**src/rtl/fpu_seq_pkg.sv**
```systemverilog
// rtl/fpu_seq_pkg.sv - fpu_seq states, tick constants and phase-to-output map
package fpu_seq_pkg;

    typedef enum logic [3:0] {
        S_IDLE, S_F1, S_F2, S_F3, S_F4, S_F5, S_F6,
        S_F7, S_F8, S_F9, S_F10, S_F13, S_DONE
    } state_t;

    localparam logic [1:0] TICK0 = 2'd0;
    localparam logic [1:0] TICK1 = 2'd1;
    localparam logic [1:0] TICK2 = 2'd2;
    localparam int TICKS_PER_UCYCLE = 3;

    typedef struct packed {
        logic f2_;
        logic f4_;
        logic f5_;
        logic f6_;
        logic f7_;
        logic f8_;
        logic f10_;
        logic f9;
        logic f13;
        logic zero_f;
        logic fend;
    } phase_out_t;

    // Bit order: f2_ f4_ f5_ f6_ f7_ f8_ f10_ | f9 f13 zero_f fend
    localparam phase_out_t OUT_NONE = 11'b1111111_0000;
    localparam phase_out_t OUT_F1   = 11'b1111111_0010;
    localparam phase_out_t OUT_F2   = 11'b0111111_0000;
    localparam phase_out_t OUT_F4   = 11'b1011111_0000;
    localparam phase_out_t OUT_F5   = 11'b1101111_0000;
    localparam phase_out_t OUT_F6   = 11'b1110111_0000;
    localparam phase_out_t OUT_F7   = 11'b1111011_0000;
    localparam phase_out_t OUT_F8   = 11'b1111101_0000;
    localparam phase_out_t OUT_F10  = 11'b1111110_0000;
    localparam phase_out_t OUT_F9   = 11'b1111111_1000;
    localparam phase_out_t OUT_F13  = 11'b1111111_0100;
    localparam phase_out_t OUT_DONE = 11'b1111111_0001;

    function automatic phase_out_t phase_out(state_t s);
        case (s)
            S_F1:    return OUT_F1;
            S_F2:    return OUT_F2;
            S_F4:    return OUT_F4;
            S_F5:    return OUT_F5;
            S_F6:    return OUT_F6;
            S_F7:    return OUT_F7;
            S_F8:    return OUT_F8;
            S_F9:    return OUT_F9;
            S_F10:   return OUT_F10;
            S_F13:   return OUT_F13;
            S_DONE:  return OUT_DONE;
            default: return OUT_NONE;
        endcase
    endfunction

endpackage

```
**src/rtl/fpu_seq_tick.sv**
```systemverilog
// rtl/fpu_seq_tick.sv - mod-3 micro-cycle tick counter producing the two F-PM strobes
import fpu_seq_pkg::*;

module fpu_seq_tick (
    input  logic clk,
    input  logic resetn,
    input  logic en,
    output logic strob_fp,
    output logic strob2_fp,
    output logic ucycle_end
);

    localparam logic [1:0] LAST_TICK = 2'(TICKS_PER_UCYCLE - 1);

    logic [1:0] tick;

    // Held at tick0 while disabled so the first F1 micro-cycle starts aligned
    always_ff @(posedge clk) begin
        if (!resetn || !en) begin
            tick <= TICK0;
        end else if (tick == LAST_TICK) begin
            tick <= TICK0;
        end else begin
            tick <= tick + 2'd1;
        end
    end

    assign strob_fp   = en && (tick == TICK1);
    assign strob2_fp  = en && (tick == TICK2);
    assign ucycle_end = strob2_fp;

endmodule

```
**src/rtl/fpu_seq.sv**
```systemverilog
// rtl/fpu_seq.sv - FPU phase sequencer; optional watchdog under FPU_SEQ_WDOG_EN
import fpu_seq_pkg::*;

module fpu_seq #(
    parameter int WDOG_MAX = 127
) (
    input  logic __clk,
    input  logic clr_,
    input  logic puf,
    input  logic af_sf,
    input  logic nrf,
    input  logic ff,
    input  logic g,
    input  logic fic,
    input  logic ws,
    input  logic di,
    output logic f2_,
    output logic f4_,
    output logic f5_,
    output logic f6_,
    output logic f7_,
    output logic f8_,
    output logic f10_,
    output logic f9,
    output logic f13,
    output logic strob_fp,
    output logic strob2_fp,
    output logic _0_f,
    output logic fend,
    output logic wdog
);

    state_t     state;
    state_t     next_state;
    logic       tick_en;
    logic       ucycle_end;
    logic       wdog_hit;
    phase_out_t po;

    assign tick_en = (state != S_IDLE) && (state != S_DONE);

    fpu_seq_tick u_tick (
        .clk        (__clk),
        .resetn     (clr_),
        .en         (tick_en),
        .strob_fp   (strob_fp),
        .strob2_fp  (strob2_fp),
        .ucycle_end (ucycle_end)
    );

    always_ff @(posedge __clk) begin
        if (!clr_) begin
            state <= S_IDLE;
        end else begin
            state <= next_state;
        end
    end

    always_comb begin
        next_state = state;
        case (state)
            S_IDLE: if (puf) next_state = S_F1;
            S_DONE: if (!puf) next_state = S_IDLE;
            default: begin
                if (ucycle_end) begin
                    case (state)
                        S_F1:    next_state = S_F2;
                        S_F2:    next_state = af_sf ? S_F5 : S_F4;
                        S_F5:    next_state = g ? S_F3 : S_F8;
                        S_F8:    next_state = fic ? S_F8 : S_F6;
                        S_F4:    next_state = fic ? S_F4 : (nrf ? S_F13 : S_F9);
                        S_F9:    next_state = S_F6;
                        S_F6:    next_state = S_F7;
                        S_F7:    next_state = S_F10;
                        S_F10:   next_state = ws ? S_F6 : (ff ? S_F13 : S_F3);
                        S_F13:   next_state = S_F3;
                        S_F3:    next_state = S_DONE;
                        default: next_state = S_IDLE;
                    endcase
                    // Interrupt and watchdog both abort straight to the closing phase
                    if ((state != S_F3) && (di || wdog_hit)) begin
                        next_state = S_F3;
                    end
                end
            end
        endcase
    end

    assign po   = phase_out(state);
    assign f2_  = po.f2_;
    assign f4_  = po.f4_;
    assign f5_  = po.f5_;
    assign f6_  = po.f6_;
    assign f7_  = po.f7_;
    assign f8_  = po.f8_;
    assign f10_ = po.f10_;
    assign f9   = po.f9;
    assign f13  = po.f13;
    assign _0_f = po.zero_f;
    assign fend = po.fend;

`ifdef FPU_SEQ_WDOG_EN
    localparam int CW = $clog2(WDOG_MAX + 1);
    localparam logic [CW-1:0] WDOG_LAST = CW'(WDOG_MAX - 1);
    localparam logic [CW-1:0] WDOG_TOP  = CW'(WDOG_MAX);

    logic [CW-1:0] ucycle_cnt;
    logic          wdog_q;

    // Counts completed micro-cycles since F1; hit fires on the one that reaches WDOG_MAX
    assign wdog_hit = ucycle_end && (state != S_F3) && (ucycle_cnt == WDOG_LAST);

    always_ff @(posedge __clk) begin
        if (!clr_) begin
            ucycle_cnt <= '0;
            wdog_q     <= 1'b0;
        end else if (next_state == S_F1) begin
            ucycle_cnt <= '0;
            wdog_q     <= 1'b0;
        end else begin
            if (ucycle_end && (ucycle_cnt != WDOG_TOP)) begin
                ucycle_cnt <= ucycle_cnt + 1'b1;
            end
            if (wdog_hit) begin
                wdog_q <= 1'b1;
            end
        end
    end

    assign wdog = wdog_q;
`else
    logic [31:0] unused_wdog_max;
    assign unused_wdog_max = WDOG_MAX;
    assign wdog_hit        = 1'b0;
    assign wdog            = 1'b0;
`endif

endmodule

```
**config.mk**
```make
export PLATFORM = sky130hd
export DESIGN_NAME = fpu_seq
export DESIGN_NICKNAME = d
export VERILOG_FILES = /design/src/rtl/fpu_seq_pkg.sv /design/src/rtl/fpu_seq_tick.sv /design/src/rtl/fpu_seq.sv
export SDC_FILE = /design/constraint.sdc
export NUM_CORES = 1
export LEC_CHECK = 0
export CORE_MARGIN = 3
export CORE_UTILIZATION = 51
export CTS_BUF_LIST = sky130_fd_sc_hd__clkbuf_8
export CTS_CLUSTER_DIAMETER = 120
export DETAILED_ROUTE_END_ITERATION = 10
export MAX_ROUTING_LAYER = met4
export PLACE_DENSITY = 0.89
export SYNTH_ARGS = -nofsm -noshare
export SYNTH_HDL_FRONTEND = slang
export SYNTH_SLANG_ARGS = --single-unit
export TNS_END_PERCENT = 10
```
**constraint.sdc**
```tcl
create_clock -name __clk -period 2.7 [get_ports __clk]
set_clock_uncertainty 0.1 [all_clocks]
set_input_delay 0.405 -clock __clk [delete_from_list [all_inputs] [get_ports __clk]]
set_output_delay 0.405 -clock __clk [all_outputs]
set_load 0.05 [all_outputs]
```
Word-level counts from Yosys, hierarchy flattened
Memories as Yosys holds them, arrays and structs flattened. A register that Yosys moved wholly into a read port is not among the register bits.
Cells that the tools add are included.
{"block": "word_totals", "register_bits": 6, "rom_bits": 176, "out_inout_bits": 14, "word_cells": 49, "n_memories": 1}
{"memory": "(no name shown)", "words": 16, "width": 11, "rd": 1, "rd_clocked_by_memory_dff": 1, "write_ports": 0, "line_no": "fpu_seq_pkg.sv:43", "source": "case (s)"}
{"block": "op_classes", "n_addsub": 1, "eq_ne": 18, "muxes": 15, "reduce_logical": 12}
{"cell": "$mux 4", "count": 11}
{"cell": "$pmux 4 s11", "count": 1}
{"cell": "$eq 4x4->1 const B", "count": 5}
{"cell": "$eq 4x3->1 const B", "count": 4}
{"cell": "$eq 4x2->1 const B", "count": 2}
{"cell": "$pmux 4 s2", "count": 1}
{"cell": "$eq 4x1->1 const B", "count": 1}
{"cell": "$logic_and 1x1->1", "count": 4}
{"cell": "$logic_not 4->1", "count": 1}
{"cell": "$ne 2x2->1 const B", "count": 2}
{"cell": "$ne 4x2->1 const B", "count": 1}
{"cell": "$ne 4x4->1 const B", "count": 1}
{"cell": "$reduce_bool 4->1", "count": 1}
{"cell": "$reduce_and 3->1", "count": 1}
{"cell": "$reduce_bool 3->1", "count": 1}
{"cell": "$add 2x1->2 const B", "count": 1}
{"cell": "$eq 2x1->1 const B", "count": 1}
{"cell": "$eq 2x2->1 const B", "count": 1}
{"cell": "$logic_not 1->1", "count": 2}
{"cell": "$mux 2", "count": 1}
{"cell": "$reduce_or 2->1", "count": 1}
{"cell": "$logic_or 1x1->1", "count": 1}
{"cell": "$mux 1", "count": 1}

Longest topological paths before layout
{"block": "logic_depth", "ltp_word": 8, "ltp_mapped": 9}

Hierarchy
Synthesis repeated with hierarchy kept, for this count alone.
{"block": "hier_totals", "hier_cells": 125, "hier_area_um2": 1067.3}
{"module": "fpu_seq", "instances": 1, "cells_per_inst": 114, "area_each_um2": 948.4, "seq_area_each_um2": 300.3}
{"module": "fpu_seq_tick", "instances": 1, "cells_per_inst": 11, "area_each_um2": 118.9, "seq_area_each_um2": 40.0}

Worst setup path after synthesis
No wires, ideal clock.
{"block": "synth_timing", "path_type": "reg2reg", "from": "reg u_tick.tick[0]", "to": "reg f5_ (netlist name)", "setup_ns": 0.127, "arrival_ns": 1.840, "required_time_ns": 2.473, "setup_slack_ns": 0.633, "stages_incl_launch_ff": 9, "n_path_buf": 1, "period_less_slack_ns": 2.067, "cell_sequence": "dfxtp_1 inv_1 ha_1 buf_1 a31oi_1 or2_4 o31ai_4 nand3_1 or3_1"}
{"block": "synth_between", "elab_chain_cells": 6}
{"element": "from (decl)", "line_no": "fpu_seq_tick.sv:15", "source": "logic [1:0] tick;"}
{"element": "from (signal assigned)", "line_no": "fpu_seq_tick.sv:24", "source": "tick <= tick + 2'd1;"}
{"element": "$eq 2x2->1", "line_no": "fpu_seq_tick.sv:29", "source": "assign strob2_fp = en && (tick == TICK2);"}
{"element": "$logic_and 1x1->1", "line_no": "fpu_seq_tick.sv:29"}
{"element": "$reduce_bool 3->1 (no source line)"}
{"element": "$reduce_and 3->1 (no source line)"}
{"element": "$mux 4 (no source line) (2 in a row)"}
Every way passes these cells.
A chain may end at the register's enable or synchronous reset.

Worst setup path in the final report
{"block": "layout_timing", "from": "reg state[2]", "to": "reg f5_ (netlist name)"}
{"block": "layout_between", "elab_chain_cells": 7, "elab_cells_between_ends": 29}
{"element": "from (decl)", "line_no": "fpu_seq.sv:33", "source": "state_t state;"}
{"element": "from (signal assigned)", "line_no": "fpu_seq.sv:55", "source": "state <= next_state;"}
{"element": "$eq 4x2->1, or another cell as far along", "line_no": "fpu_seq.sv:66", "source": "case (state)"}
{"element": "$pmux 4 s11, or another cell as far along", "line_no": "fpu_seq.sv:66"}
{"element": "$mux 4 or $logic_and 1x1->1 (tied branches)", "line_no": "fpu_seq.sv:81, fpu_seq_tick.sv:29"}
{"element": "$mux 4 or $reduce_bool 3->1 (tied branches)"}
{"element": "$pmux 4 s2 or $reduce_and 3->1 (tied branches)"}
{"element": "$mux 4 (no source line) (*) (2 in a row)"}
Every way passes the cells marked *; elsewhere a longest branch is shown, timed or not. The select of a mux whose other input is x is not followed.

==> run summary <==
CLOCK TREE
--------------------------------------------------------------------------------------
Clock latency on the worst-skew pair                                           0.25 ns
Number of buffers inserted by hold repair at cts                                     0
Setup bufs post-CTS                                                                  0
Clock slew at the register clock pins of the worst setup and hold paths        0.06 ns
CTS H-tree lvls                                                                      1
Clock tree from TritonCTS                                                          yes
CTS max path bufs                                                                    2
Cts bufs inserted                                                                    3
Count of clock tree sinks                                                           17
Number of gates given a new drive strength after cts                                 0
Clock tree root driver cell                                                   clkbuf_8

YOSYS
--------------------------------------------------------------------------------------
Number of enable flip-flop cells after synthesis                                     0
Synth Area per Inst                                                         8.32 sq um
Register area share after synthesis                                              31.5%
Main flop type after synthesis                                                 dfxtp_1
Post-Syn Nets                                                                      142
Area fraction of the dominant cell type after synthesis                          31.5%
Cell taking the most area after synthesis                                      dfxtp_1
Netlist cell types                                                                  49
Async SR Flop Fraction                                                              0%
Synth top area cells                                                      dfxtp_1 31%, nor2_1 4.5%, or3b_1 3.2%
Post-synthesis instance area                                                1080 sq um
Synthesized instance count                                                         130
Synthesized flop and latch total                                                    17
Number of warnings reported in the yosys synthesis log                               0

MIN PATH
--------------------------------------------------------------------------------------
Endpoint with the worst hold slack                                        u_tick.tick[0]
Hold Crit Depth                                                                      1
Hold Crit Start                                                           u_tick.tick[0]
Hold WC Path Type                                                           reg -> reg

POWER
--------------------------------------------------------------------------------------
Pleak                                                                         0.482 nW
Max rail drop VDD                                                             0.479 mV
Cell area power density                                                    397 nW/um^2

STA
--------------------------------------------------------------------------------------
Worst-case headroom to the max-slew limit                                        58.1%
Ratio of final minimum period to clock period                                    91.3%
Final max-slew violation count                                                       0
Accumulated negative setup slack                                                  0 ns
Tmin final                                                                     2.46 ns
RSZ-0062 raised after global routing                                                no
Number of failing setup endpoints in the final timing report                         0
Post-Route Hold Slack                                                         0.371 ns
Worst Tran Pin Value                                                          0.627 ns
Fmax                                                                         0.406 GHz
Final-report hold violation count                                                    0

SETUP PATH
--------------------------------------------------------------------------------------
FF-to-FF setup slack                                                           0.24 ns
Slowest CP cell                                                                dfxtp_1
CP Class                                                                    reg -> reg
Worst-path fanout max                                                               22
Data required time at the worst endpoint                                       2.72 ns
Arr. time, crit path                                                           2.49 ns
Cell count of the worst reg-to-reg path                                              6
CP startpoint kind                                                           flip-flop
Largest incremental delay on the critical path                                 0.72 ns
Critical register-to-register path startpoint                                 state[2]
Critical path endpoint category                                              flip-flop
RR Endpoint                                                                        f5_
Worst-path cell chain                                                     a21o_1, a31oi_1, or2_4, o31ai_4, nand3_1, or3_1

FLOORPLAN
--------------------------------------------------------------------------------------
Die outline height                                                             52.0 um
Die extent in x                                                                52.0 um
Site Rows                                                                           16
Starting utilization of the core area                                            54.5%
# IOs                                                                               24
Area enclosed by the die boundary                                           2710 sq um
Placeable core region                                                       1980 sq um

FINISH
--------------------------------------------------------------------------------------
Non-Filler Cell Area, Final                                                 1330 sq um
Diodes inserted                                                                      0
Most frequent cells in the layout                                         20 x clkdlybuf4s50_1, 17 x dfxtp_1, 13 x nor2_1
Filler Cell Count                                                                  163
Fraction of final layout cells sized beyond drive strength 1                     12.1%
Post-layout nets                                                                   162
Commonest non-fill, non-tap cell in the layout                            clkdlybuf4s50_1
End-of-flow core utilization                                                     66.9%
Area growth from synthesis to layout                                             22.6%
Final Non-Filler Cells                                                             176

GLOBAL ROUTING
--------------------------------------------------------------------------------------
Global-route met3 utilization                                                    5.16%
Grt met1 use                                                                     24.0%
Wire length of the first global-routing pass                                   4060 um
Most Used Layer, Global Route                                                     met2
Initial antenna violation count                                                      0
Grt total ovfl                                                                       0
Overall Global Routing Usage                                                     20.3%
Vias in the first global route                                                     922
Met2 Use GR                                                                      33.5%
Largest net degree at the start of global routing                                   23

DRT
--------------------------------------------------------------------------------------
DRC violation count after routing                                                    0
Final wirelength                                                               2430 um
Vias                                                                              1013
Count of antenna-violating nets left after detailed routing                          0
Detailed Route Iter0 Violations                                                     25
Routed length per placed instance                                              13.8 um
Number of optimization iterations in the first detailed-route pass                   4
Via/cell ratio                                                                    5.76

PLACEMENT
--------------------------------------------------------------------------------------
Final weighted congestion of routability-driven global placement                 0.837
Post-detail-place hpwl                                                         1840 um
Port bufs                                                                           22
Placed Cells                                                                       172
Placed inst area                                                            1280 sq um

FLOW RUN
--------------------------------------------------------------------------------------
# Max-Cap Violations                                                                 0

STATUS
--------------------------------------------------------------------------------------
Result of the run                                                            completed

-- cells by family (layout without fill, tap and decap cells) --
logic type	Yosys count	in the layout	share of synthesized area, %
other	1	1	0.347
flip-flops	17	17	31.5
multiplexers	1	1	0.926
buffers and inverters	18	37	9.49
AO/OA/AOI/OAI	36	36	25.6
AND/OR/NAND/NOR	55	55	29.9
adder cells (fa/ha/maj)	2	2	2.31
-- per-layer routing --
layer  vias to the layer above  wire, um
met5                         -         0
met3                         2       102
met1                       476      1040
li1                        506         -
met4                         0        21
met2                        29      1260
-- through the flow --
stage / total power, W / worst slack, ns
floorplan: 0.000327 / 0.633
global placement: 0.000351 / 0.133
detailed placement: 0.000354 / 0.0856
CTS: 0.000529 / 0.228
global route: 0.000553 / 0.00145
finish: 0.000526 / 0.236
-- registers in the layout (all words and copies together) (netlist names) --
register	flops
state	4
u_tick.tick	2
_0_f	1
f10_	1
f13	1
f2_	1
f4_	1
f5_	1
f6_	1
f7_	1
f8_	1
f9	1
fend	1
-- where the power goes --
| group | internal [W] | switching (W) | total (W) |
|---|---|---|---|
| Clock | 0.000101 | 0.0000756 | 0.000176 |
| Combinational | 0.0000378 | 0.0000490 | 0.0000868 |
| Sequential | 0.000256 | 0.00000726 | 0.000263 |
| Total | 0.000394 | 0.000132 | 0.000526 |
-- Yosys cell counts (2+ instances only) --
| library cell | number |
|---|---|
| and2_1 | 3 |
| buf_2 | 4 |
| buf_4 | 2 |
| inv_2 | 2 |
| inv_1 | 6 |
| ha_1 | 2 |
| nor3b_1 | 2 |
| nand3b_1 | 2 |
| or3_1 | 2 |
| nor2_1 | 13 |
| o21ai_0 | 4 |
| o21ai_1 | 3 |
| nor2b_1 | 2 |
| buf_6 | 3 |
| o211ai_1 | 2 |
| nor3_1 | 6 |
| a21o_1 | 2 |
| a21oi_1 | 4 |
| nand2_1 | 4 |
| nand3_1 | 5 |
| dfxtp_1 | 17 |
| a31oi_1 | 4 |
| or3b_1 | 4 |
| nand2b_1 | 5 |
| a21boi_0 | 2 |
| nor4_1 | 2 |
-- critical path, delay by kind of cell, from the launching register on --
family	cells	cell delay [ns]
AOI/OAI and AO/OA	3	0.68
DFF	1	0.72
and+or+nand+nor	3	0.83
-- worst max-delay path by stage --
stage,startpoint,to,slack [ns],cells past startpoint
finish,state[2],f5_,0.24,6
global placement,puf,f13,0.13,8
detailed placement,puf,f13,0.09,8
floorplan,u_tick.tick[0],f5_,0.63,8
global route,state[2],f13,0.001,7
CTS,state[2],f5_,0.23,6
-- cell type report --
cell class | instances | area, sq um | share of cell area, %
Clock buffer | 3 | 41.3 | 3.12
Clock inverter | 1 | 3.75 | 0.283
Inverter | 8 | 30.0 | 2.27
Multi-Input combinational cell | 95 | 638 | 48.2
Sequential cell | 17 | 340 | 25.7
Tap cell | 27 | 33.8 | 2.55
Timing Repair Buffer | 25 | 238 | 17.9
No activity file was read; power rests on OpenSTA's default activity.
